===== src/rtl/pc_tick_controller.sv =====
// rtl/pc_tick_controller.sv - programmable processor tick generator with run/step/wait sequencing
// All outputs are registered; the tick for a STEP is issued in the STEP cycle itself.
module pc_tick_controller #(
    parameter int CNT_W       = 20,
    parameter int DIV_DEFAULT = 999999,
    parameter int WAIT_W      = 16
) (
    input  logic              clk_100m,
    input  logic              rst,
    input  logic              run,
    input  logic              step,
    input  logic [CNT_W-1:0]  div_val,
    input  logic              div_load,
    output logic              div_ack,
    input  logic              wait_req,
    input  logic [WAIT_W-1:0] wait_len,
    output logic              wait_busy,
    output logic              wait_done,
    output logic              pc_tick,
    output logic [1:0]        state_o
);
    typedef enum logic [1:0] {
        ST_IDLE = 2'd0,
        ST_RUN  = 2'd1,
        ST_STEP = 2'd2,
        ST_WAIT = 2'd3
    } state_t;

    localparam logic [CNT_W-1:0] DIV_RST = CNT_W'(DIV_DEFAULT);

    state_t            state_q, state_d;
    logic [CNT_W-1:0]  cnt_q, cnt_d;
    logic [CNT_W-1:0]  div_cur_q, div_cur_d;
    logic [CNT_W-1:0]  div_pend_q, div_pend_d;
    logic              pend_q, pend_d;
    logic [WAIT_W-1:0] wait_cnt_q, wait_cnt_d;
    logic              tick_q, tick_d;
    logic              ack_q, ack_d;
    logic              done_q, done_d;
    logic              busy_q, busy_d;
    logic              counting;
    logic              itk;
    logic              apply;

    always_ff @(posedge clk_100m or posedge rst) begin
        if (rst) begin
            state_q    <= ST_IDLE;
            cnt_q      <= '0;
            div_cur_q  <= DIV_RST;
            div_pend_q <= '0;
            pend_q     <= 1'b0;
            wait_cnt_q <= '0;
            tick_q     <= 1'b0;
            ack_q      <= 1'b0;
            done_q     <= 1'b0;
            busy_q     <= 1'b0;
        end else begin
            state_q    <= state_d;
            cnt_q      <= cnt_d;
            div_cur_q  <= div_cur_d;
            div_pend_q <= div_pend_d;
            pend_q     <= pend_d;
            wait_cnt_q <= wait_cnt_d;
            tick_q     <= tick_d;
            ack_q      <= ack_d;
            done_q     <= done_d;
            busy_q     <= busy_d;
        end
    end

    always_comb begin
        state_d    = state_q;
        cnt_d      = cnt_q;
        div_cur_d  = div_cur_q;
        div_pend_d = div_pend_q;
        pend_d     = pend_q;
        wait_cnt_d = wait_cnt_q;
        tick_d     = 1'b0;
        ack_d      = 1'b0;
        done_d     = 1'b0;

        counting = (state_q == ST_RUN) || (state_q == ST_WAIT);
        itk      = counting && (cnt_q == div_cur_q);
        if (counting) begin
            cnt_d = itk ? '0 : cnt_q + CNT_W'(1);
        end

        case (state_q)
            ST_IDLE: begin
                cnt_d = '0;
                if (wait_req) begin
                    if (wait_len != '0) begin
                        state_d    = ST_WAIT;
                        wait_cnt_d = wait_len;
                    end else begin
                        done_d = 1'b1;
                    end
                end else if (run) begin
                    state_d = ST_RUN;
                end else if (step) begin
                    state_d = ST_STEP;
                end
            end
            ST_RUN: begin
                if (wait_req && (wait_len != '0)) begin
                    state_d    = ST_WAIT;
                    wait_cnt_d = wait_len;
                    cnt_d      = '0;
                end else if (wait_req) begin
                    done_d = 1'b1;
                    tick_d = itk;
                end else if (!run) begin
                    // Dropping run swallows a tick that would land in the first IDLE cycle.
                    state_d = ST_IDLE;
                    cnt_d   = '0;
                end else begin
                    tick_d = itk;
                end
            end
            ST_STEP: begin
                state_d = ST_IDLE;
                cnt_d   = '0;
            end
            ST_WAIT: begin
                if (itk) begin
                    wait_cnt_d = wait_cnt_q - WAIT_W'(1);
                    if (wait_cnt_q == WAIT_W'(1)) begin
                        done_d  = 1'b1;
                        state_d = run ? ST_RUN : ST_IDLE;
                    end
                end
            end
            default: state_d = ST_IDLE;
        endcase

        if (state_d == ST_STEP) begin
            tick_d = 1'b1;
        end

        // A new divisor only takes effect on a period boundary so cnt never passes div_cur.
        apply = pend_q && (itk || !counting);
        if (apply) begin
            div_cur_d = div_pend_q;
            pend_d    = 1'b0;
            ack_d     = 1'b1;
        end
        if (div_load) begin
            div_pend_d = (div_val == '0) ? CNT_W'(1) : div_val;
            pend_d     = 1'b1;
        end

        busy_d = (state_d == ST_WAIT);
    end

    assign pc_tick   = tick_q;
    assign div_ack   = ack_q;
    assign wait_done = done_q;
    assign wait_busy = busy_q;
    assign state_o   = state_q;
endmodule


===== config.mk =====
export PLATFORM = sky130hd
export DESIGN_NAME = pc_tick_controller
export DESIGN_NICKNAME = d
export VERILOG_FILES = /design/src/rtl/pc_tick_controller.sv
export SDC_FILE = /design/constraint.sdc
export NUM_CORES = 1
export LEC_CHECK = 0
export CAP_MARGIN = 10
export CORE_MARGIN = 4
export CORE_UTILIZATION = 35
export DETAILED_ROUTE_END_ITERATION = 7
export PLACE_DENSITY = 0.53
export SLEW_MARGIN = 20
export SYNTH_ARGS = -nofsm -noshare
export SYNTH_HDL_FRONTEND = slang
export SYNTH_SLANG_ARGS = --single-unit

===== constraint.sdc =====
create_clock -name clk_100m -period 7.9 [get_ports clk_100m]
set_input_delay 1.185 -clock clk_100m [delete_from_list [all_inputs] [get_ports clk_100m]]
set_output_delay 1.185 -clock clk_100m [all_outputs]
set_load 0.02 [all_outputs]

==> impl_metrics.json, run 1 <==
{
  "rsz0062_at_grt": "no",
  "vias_per_cell": 5.471,
  "drive_gt1_share_pct": 11.20,
  "fmax_mhz": 282.4,
  "synth_commonest_cells": "dfrtp_1 (71), nor2_1 (55), nand2_1 (45), o211ai_1 (44), a21oi_1 (32)",
  "drtIter0Drc": 256,
  "totalWireLength_um": 11470,
  "cts_tree": "done",
  "clock_sinks": 83,
  "slowest_stage": "o41ai_4",
  "switchingPower_mw": 0.6461,
  "cts.clk_slew.worst_paths_ps": 60,
  "p_int_mw": 1.116,
  "cp-end-kind": "register",
  "synth_seq_cells": 83,
  "critPathKind": "input pin to register",
  "hpwl_um": 7869,
  "routedWlPerCell_um": 16.84,
  "power_density_mw_per_mm2": 324.6,
  "diodes": 0,
  "synthArstFlopShare_pct": 100.0,
  "peakVddDrop_v": 0.0001220,
  "p_leak_nw": 2.155,
  "synth_compound_area_share_pct": 17.84,
  "drt_first_pass_iters": 4,
  "core_area_mm2": 0.01262,
  "seq_power_share_pct": 40.1,
  "netlist.area_leader.share_pct": 39.40,
  "rows": 41,
  "setup_tns_ps": 0,
  "path_cells": "clkdlybuf4s50_1, or4_4, o41ai_4, o31a_4, o221ai_1",
  "syn-num-nets": 518,
  "hp-class": "register to register",
  "track_usage_pct": 16.41,
  "place_congestion": 0.7707,
  "worst_pin_slew_ps": 1058,
  "maxCapViolCount": 0,
  "synth_mux_area_share_pct": 4.967,
  "nFillCells": 1252,
  "route.detailed.drc": 0,
  "outcome": "finished, final reports clean",
  "grt.met3_usage_pct": 3.263,
  "yosysMostFrequentCell": "dfrtp_1",
  "synth-xor-area-share_pct": 7.381,
  "num-nets-final": 549,
  "antenna_found_initial": 0,
  "clk_path_buf_depth": 2,
  "worst_ep_arrival_time_ps": 3740,
  "grt.met2_usage_pct": 24.01,
  "synth_top_family_by_area": "simple AND/OR/NAND/NOR gates",
  "area_growth_pct": 20.37,
  "postCtsHoldBufs": 0,
  "max_slew_margin_pct": 28.79,
  "synth-adder-area-share_pct": 0.8324,
  "synth-edff-count": 0,
  "postCtsSetupBuffers": 0,
  "die_x_um": 121.5,
  "cts-root-buf": "clkbuf_16",
  "grt_max_degree": 84,
  "vias": 3726,
  "yosysTopAreaCell": "dfrtp_1",
  "dieArea_mm2": 0.01476,
  "clock_skew_ps": 6.646,
  "grt-busiest-layer": "met2",
  "ant_nets": 0,
  "synth_area_mm2": 0.004509,
  "finalCriticalPeriod_ps": 3542,
  "syn_avg_cell_area_um2": 9.533,
  "holdWs_ps": 510.8,
  "required_ps": 8100,
  "start_util_pct": 35.73,
  "switching_share_pct": 36.67,
  "synthSimpleGateAreaFrac_pct": 18.98,
  "grt_pass1_vias": 3531,
  "grt_overflow": 0,
  "finalPower_mw": 1.762,
  "cts_buffers": 9,
  "slowest_delay_ps": 970,
  "crit_fanout": 17,
  "die_h_um": 121.5,
  "use_met1_pct": 23.65,
  "fin_util_pct": 43.01,
  "pin_count": 48,
  "io_buffers": 47,
  "yosys_warnings": 0,
  "drv_slew": 0,
  "start_kind": "input pin",
  "netlist_instances": 473,
  "hold_viol_final": 0,
  "yosys-top-cells-area": "dfrtp_1 (39%), o211ai_1 (7.3%), dfstp_2 (7.0%)",
  "clk_latency_ps": 340,
  "min_period_over_period_pct": 44.83,
  "ys_types": 45,
  "grt_pass1_wl_um": 19040,
  "synth_flop_cell": "dfrtp_1",
  "pwr-share-comb_pct": 34.0,
  "cts_resized": 0,
  "clock_power_share_pct": 25.9,
  "h-tree-depth": 3,
  "setup_violations": 0,
  "ys_seq_area_share_pct": 46.39
}
==> flip-flops by register name (all words and copies together), names as in the netlist <==
signal / count
pc_tick: 1
pend_q: 1
wait_cnt_q: 16
div_pend_q: 20
state_o: 2
wait_busy: 1
div_ack: 1
div_cur_q: 20
wait_done: 1
cnt_q: 20
==> stage by stage <==
stage | setup slack [ps] | area, um^2 | cells
floorplan | 4598 | 4509 | 473
global placement | 4033 | 5101 | 665
detailed placement | 3997 | 5101 | 665
CTS | 4386 | 5421 | 681
global route | 4221 | 5428 | 681
finish | 4358 | 5428 | 681
==> worst paths after layout <==
check / start / end / slack [ps] / depth (start not counted)
min: div_pend_q[16] / div_pend_q[16] / 510 / 1
max: wait_len[0] / wait_cnt_q[12] / 4360 / 5
min reg2reg: div_pend_q[16] / div_pend_q[16] / 510 / 1
max in group asynchronous: rst / cnt_q[4] / 6010 / 3
max reg2reg: cnt_q[7] / wait_done / 4520 / 5
min in group asynchronous: rst / div_ack / 1350 / 3
==> area by class of cell <==
class	instances	area (um^2)	area share, %
Timing Repair Buffer	52	511.7	9.428
Clock buffer	12	246.5	4.541
Inverter	8	31.28	0.5763
Multi-Input combinational cell	350	2257	41.59
Tap cell	172	215.2	3.965
Sequential cell	83	2092	38.54
Clock inverter	4	73.82	1.360
==> worst max-delay path: cells and delay by family <==
kind / cells / cell delay, ps
AO/OA/AOI/OAI: 3 / 1560
AND/OR/NAND/NOR: 1 / 570
buffers and inverters: 1 / 420
==> cell usage in the layout (no fill, tap or decap), types with 5 or more instances in the layout <==
cell              n
a21oi_1          32
xnor2_1           7
nand2_1          44
and3_1            7
xor2_1           31
a22oi_1           5
nor2_1           55
inv_1             7
dfrtp_1          71
mux2_2           19
clkbuf_16         9
nor4_1           18
o211ai_1         44
nor3_1           11
dfstp_2          12
nand3_1          17
clkdlybuf4s50_1  47
nand4_1           8
o221ai_1         12
==> cell families (layout without fill, tap and decap cells) <==
group / after synthesis / count (layout)
XOR/XNOR: 38 / 38
AO/OA/AOI/OAI: 111 / 111
multiplexers: 20 / 20
AND/OR/NAND/NOR: 178 / 178
adder cells (fa/ha/maj): 3 / 3
flip-flops: 83 / 83
buffers and inverters: 40 / 76
==> power groups by stage <==
| stage | clock [mW] | sequential, mW | combinational [mW] |
|---|---|---|---|
| after floorplan | 0 | 0.675 | 0.473 |
| after global placement | 0 | 0.710 | 0.587 |
| after detailed placement | 0 | 0.716 | 0.598 |
| after CTS | 0.467 | 0.708 | 0.601 |
| after global routing | 0.483 | 0.728 | 0.675 |
| final | 0.457 | 0.707 | 0.599 |
==> per-layer routing <==
| metal | wire length [um] | up-vias |
|---|---|---|
| li1 | - | 1809 |
| met5 | 0 | - |
| met2 | 5290 | 70 |
| met3 | 424 | 12 |
| met1 | 5574 | 1835 |
| met4 | 178 | 0 |
Note: power is estimated with default switching activity, not from simulation.
==> run 2: changes to the inputs <==
PLACE_DENSITY = 0.55   (was 0.53)
clock period = 3.05 ns   (was 7.9 ns; I/O delays follow)
==> run 2 against run 1 <==
  * Core utilization up 0.46 points
  * Final cell count increased by 1.0%
  * Total power increased to 2.6 times the previous value
  * Routed wire length down 1.7%
  * Largest power group unchanged
  * Highest routed layer unchanged
  * Critical endpoint is now cnt_q[17]
==> impl_metrics.json, run 2 (synthesis gave the netlist of run 1 again) <==
{
  "hpwl_um": 7930,
  "cts.clk_slew.worst_paths_ps": 60,
  "postCtsSetupBuffers": 0,
  "r2r_cells": 5,
  "path_cells": "clkdlybuf4s50_1, or4_1, nor4_1, buf_4, o21ai_1, a32o_1, nor2_1",
  "slowest_stage": "or4_1",
  "r2r-end": "wait_cnt_q[4]",
  "die_h_um": 121.5,
  "drive_gt1_share_pct": 12.40,
  "rsz0062_at_grt": "no",
  "ant_nets": 0,
  "clock_skew_ps": 6.805,
  "finalCriticalPeriod_ps": 2519,
  "cts_resized": 0,
  "area_growth_pct": 21.64,
  "mostFrequentLayoutCells": "dfrtp_1 (71), nor2_1 (55), clkdlybuf4s50_1 (47), nand2_1 (45), o211ai_1 (44)",
  "grt_pass1_wl_um": 18940,
  "totalWireLength_um": 11270,
  "hp-class": "register to register",
  "clock_sinks": 83,
  "num-nets-final": 556,
  "min_from": "div_pend_q[3]",
  "vias": 3779,
  "fmax_mhz": 397.0,
  "max_slew_margin_pct": 36.81,
  "slowest_delay_ps": 610,
  "cts_tree": "done",
  "place_congestion": 0.8307,
  "pin_count": 48,
  "power_density_mw_per_mm2": 838.9,
  "track_usage_pct": 16.05,
  "rows": 41,
  "min_to": "div_pend_q[3]",
  "reg2reg_slack_ps": 610,
  "setup_violations": 0,
  "clk_latency_ps": 340,
  "antenna_found_initial": 0,
  "clock_power_share_pct": 25.5,
  "required_ps": 3310,
  "dieArea_mm2": 0.01476,
  "grt_max_degree": 48,
  "grt.met3_usage_pct": 3.077,
  "clk_path_buf_depth": 2,
  "drtIter0Drc": 323,
  "p_int_mw": 2.890,
  "p_leak_nw": 2.187,
  "cts-root-buf": "clkbuf_16",
  "routedWlPerCell_um": 16.38,
  "dpl-instance-area_mm2": 0.005166,
  "critPathKind": "input pin to register",
  "grt_pass1_vias": 3631,
  "io_buffers": 47,
  "cts_buffers": 9,
  "top_regs": "cnt_q: 20 flops, div_cur_q: 20 flops, div_pend_q: 20 flops",
  "drv_slew": 0,
  "grt.met2_usage_pct": 22.49,
  "core_area_mm2": 0.01262,
  "layout_commonest_cell": "dfrtp_1",
  "hold_path_depth": 1,
  "hold_viol_final": 0,
  "route.detailed.drc": 0,
  "diodes": 0,
  "vias_per_cell": 5.493,
  "start_util_pct": 35.73,
  "min_period_over_period_pct": 82.59,
  "setup_tns_ps": 0,
  "use_met1_pct": 24.16,
  "postCtsHoldBufs": 0,
  "crit_fanout": 20,
  "start_kind": "input pin",
  "holdWs_ps": 506.9,
  "die_x_um": 121.5,
  "r2r_start": "div_cur_q[2]",
  "worst_ep_arrival_time_ps": 2780,
  "maxCapViolCount": 0,
  "outcome": "finished, final reports clean",
  "switchingPower_mw": 1.712,
  "fin_util_pct": 43.47,
  "finalPower_mw": 4.602,
  "peakVddDrop_v": 0.0002932,
  "cp-end-kind": "register",
  "h-tree-depth": 3,
  "worst_pin_slew_ps": 944.9,
  "pwr-share-comb_pct": 34.2,
  "drt_first_pass_iters": 5,
  "grt_overflow": 0,
  "grt-busiest-layer": "met1",
  "final_cell_area_mm2": 0.005485,
  "switching_share_pct": 37.21,
  "seq_power_share_pct": 40.3
}
[run 2: final cells by class]
type,count,area [um^2]
clock inverter,6,90.09
multi-input combinational,350,2255
clock buffer,10,229.0
sequential,83,2092
tap,172,215.2
timing repair buffer,59,573.1
fill,1286,7134
inverter,8,31.28
[run 2: power groups by stage]
stage | Sequential, mW | Clock [mW] | Combinational [mW]
detailed placement | 1.87 | 0 | 1.57
global placement | 1.86 | 0 | 1.54
global route | 1.91 | 1.24 | 1.78
floorplan | 1.75 | 0 | 1.23
CTS | 1.85 | 1.20 | 1.57
finish | 1.85 | 1.17 | 1.57
[run 2: worst max path at each step]
| stage | startpoint | end | slack (ps) | cells after the start |
|---|---|---|---|---|
| global route | wait_len[11] | cnt_q[17] | 330 | 7 |
| global placement | wait_len[11] | cnt_q[13] | 210 | 7 |
| detailed placement | wait_len[11] | cnt_q[14] | 170 | 7 |
| floorplan | rst | cnt_q[0] | 480 | 1 |
| finish | wait_len[11] | cnt_q[17] | 530 | 7 |
| CTS | wait_len[11] | cnt_q[17] | 510 | 7 |
[run 2: critical path, delay by kind of cell]
family	cells	cell delay (ps)
AOI/OAI and AO/OA	2	530
buffers and inverters	2	610
and+or+nand+nor	3	1190
[run 2: metrics by stage]
step	instances	setup slack (ps)
after floorplan	473	475.6
after global placement	672	207.8
after detailed placement	672	168.6
after CTS	688	513.0
after global routing	688	325.5
final	688	531.0
[run 2: per-layer routing]
metal | up-vias | routed length, um
li1 | 1828 | -
met2 | 92 | 4960
met1 | 1845 | 5705
met5 | - | 0
met4 | 0 | 170
met3 | 14 | 434
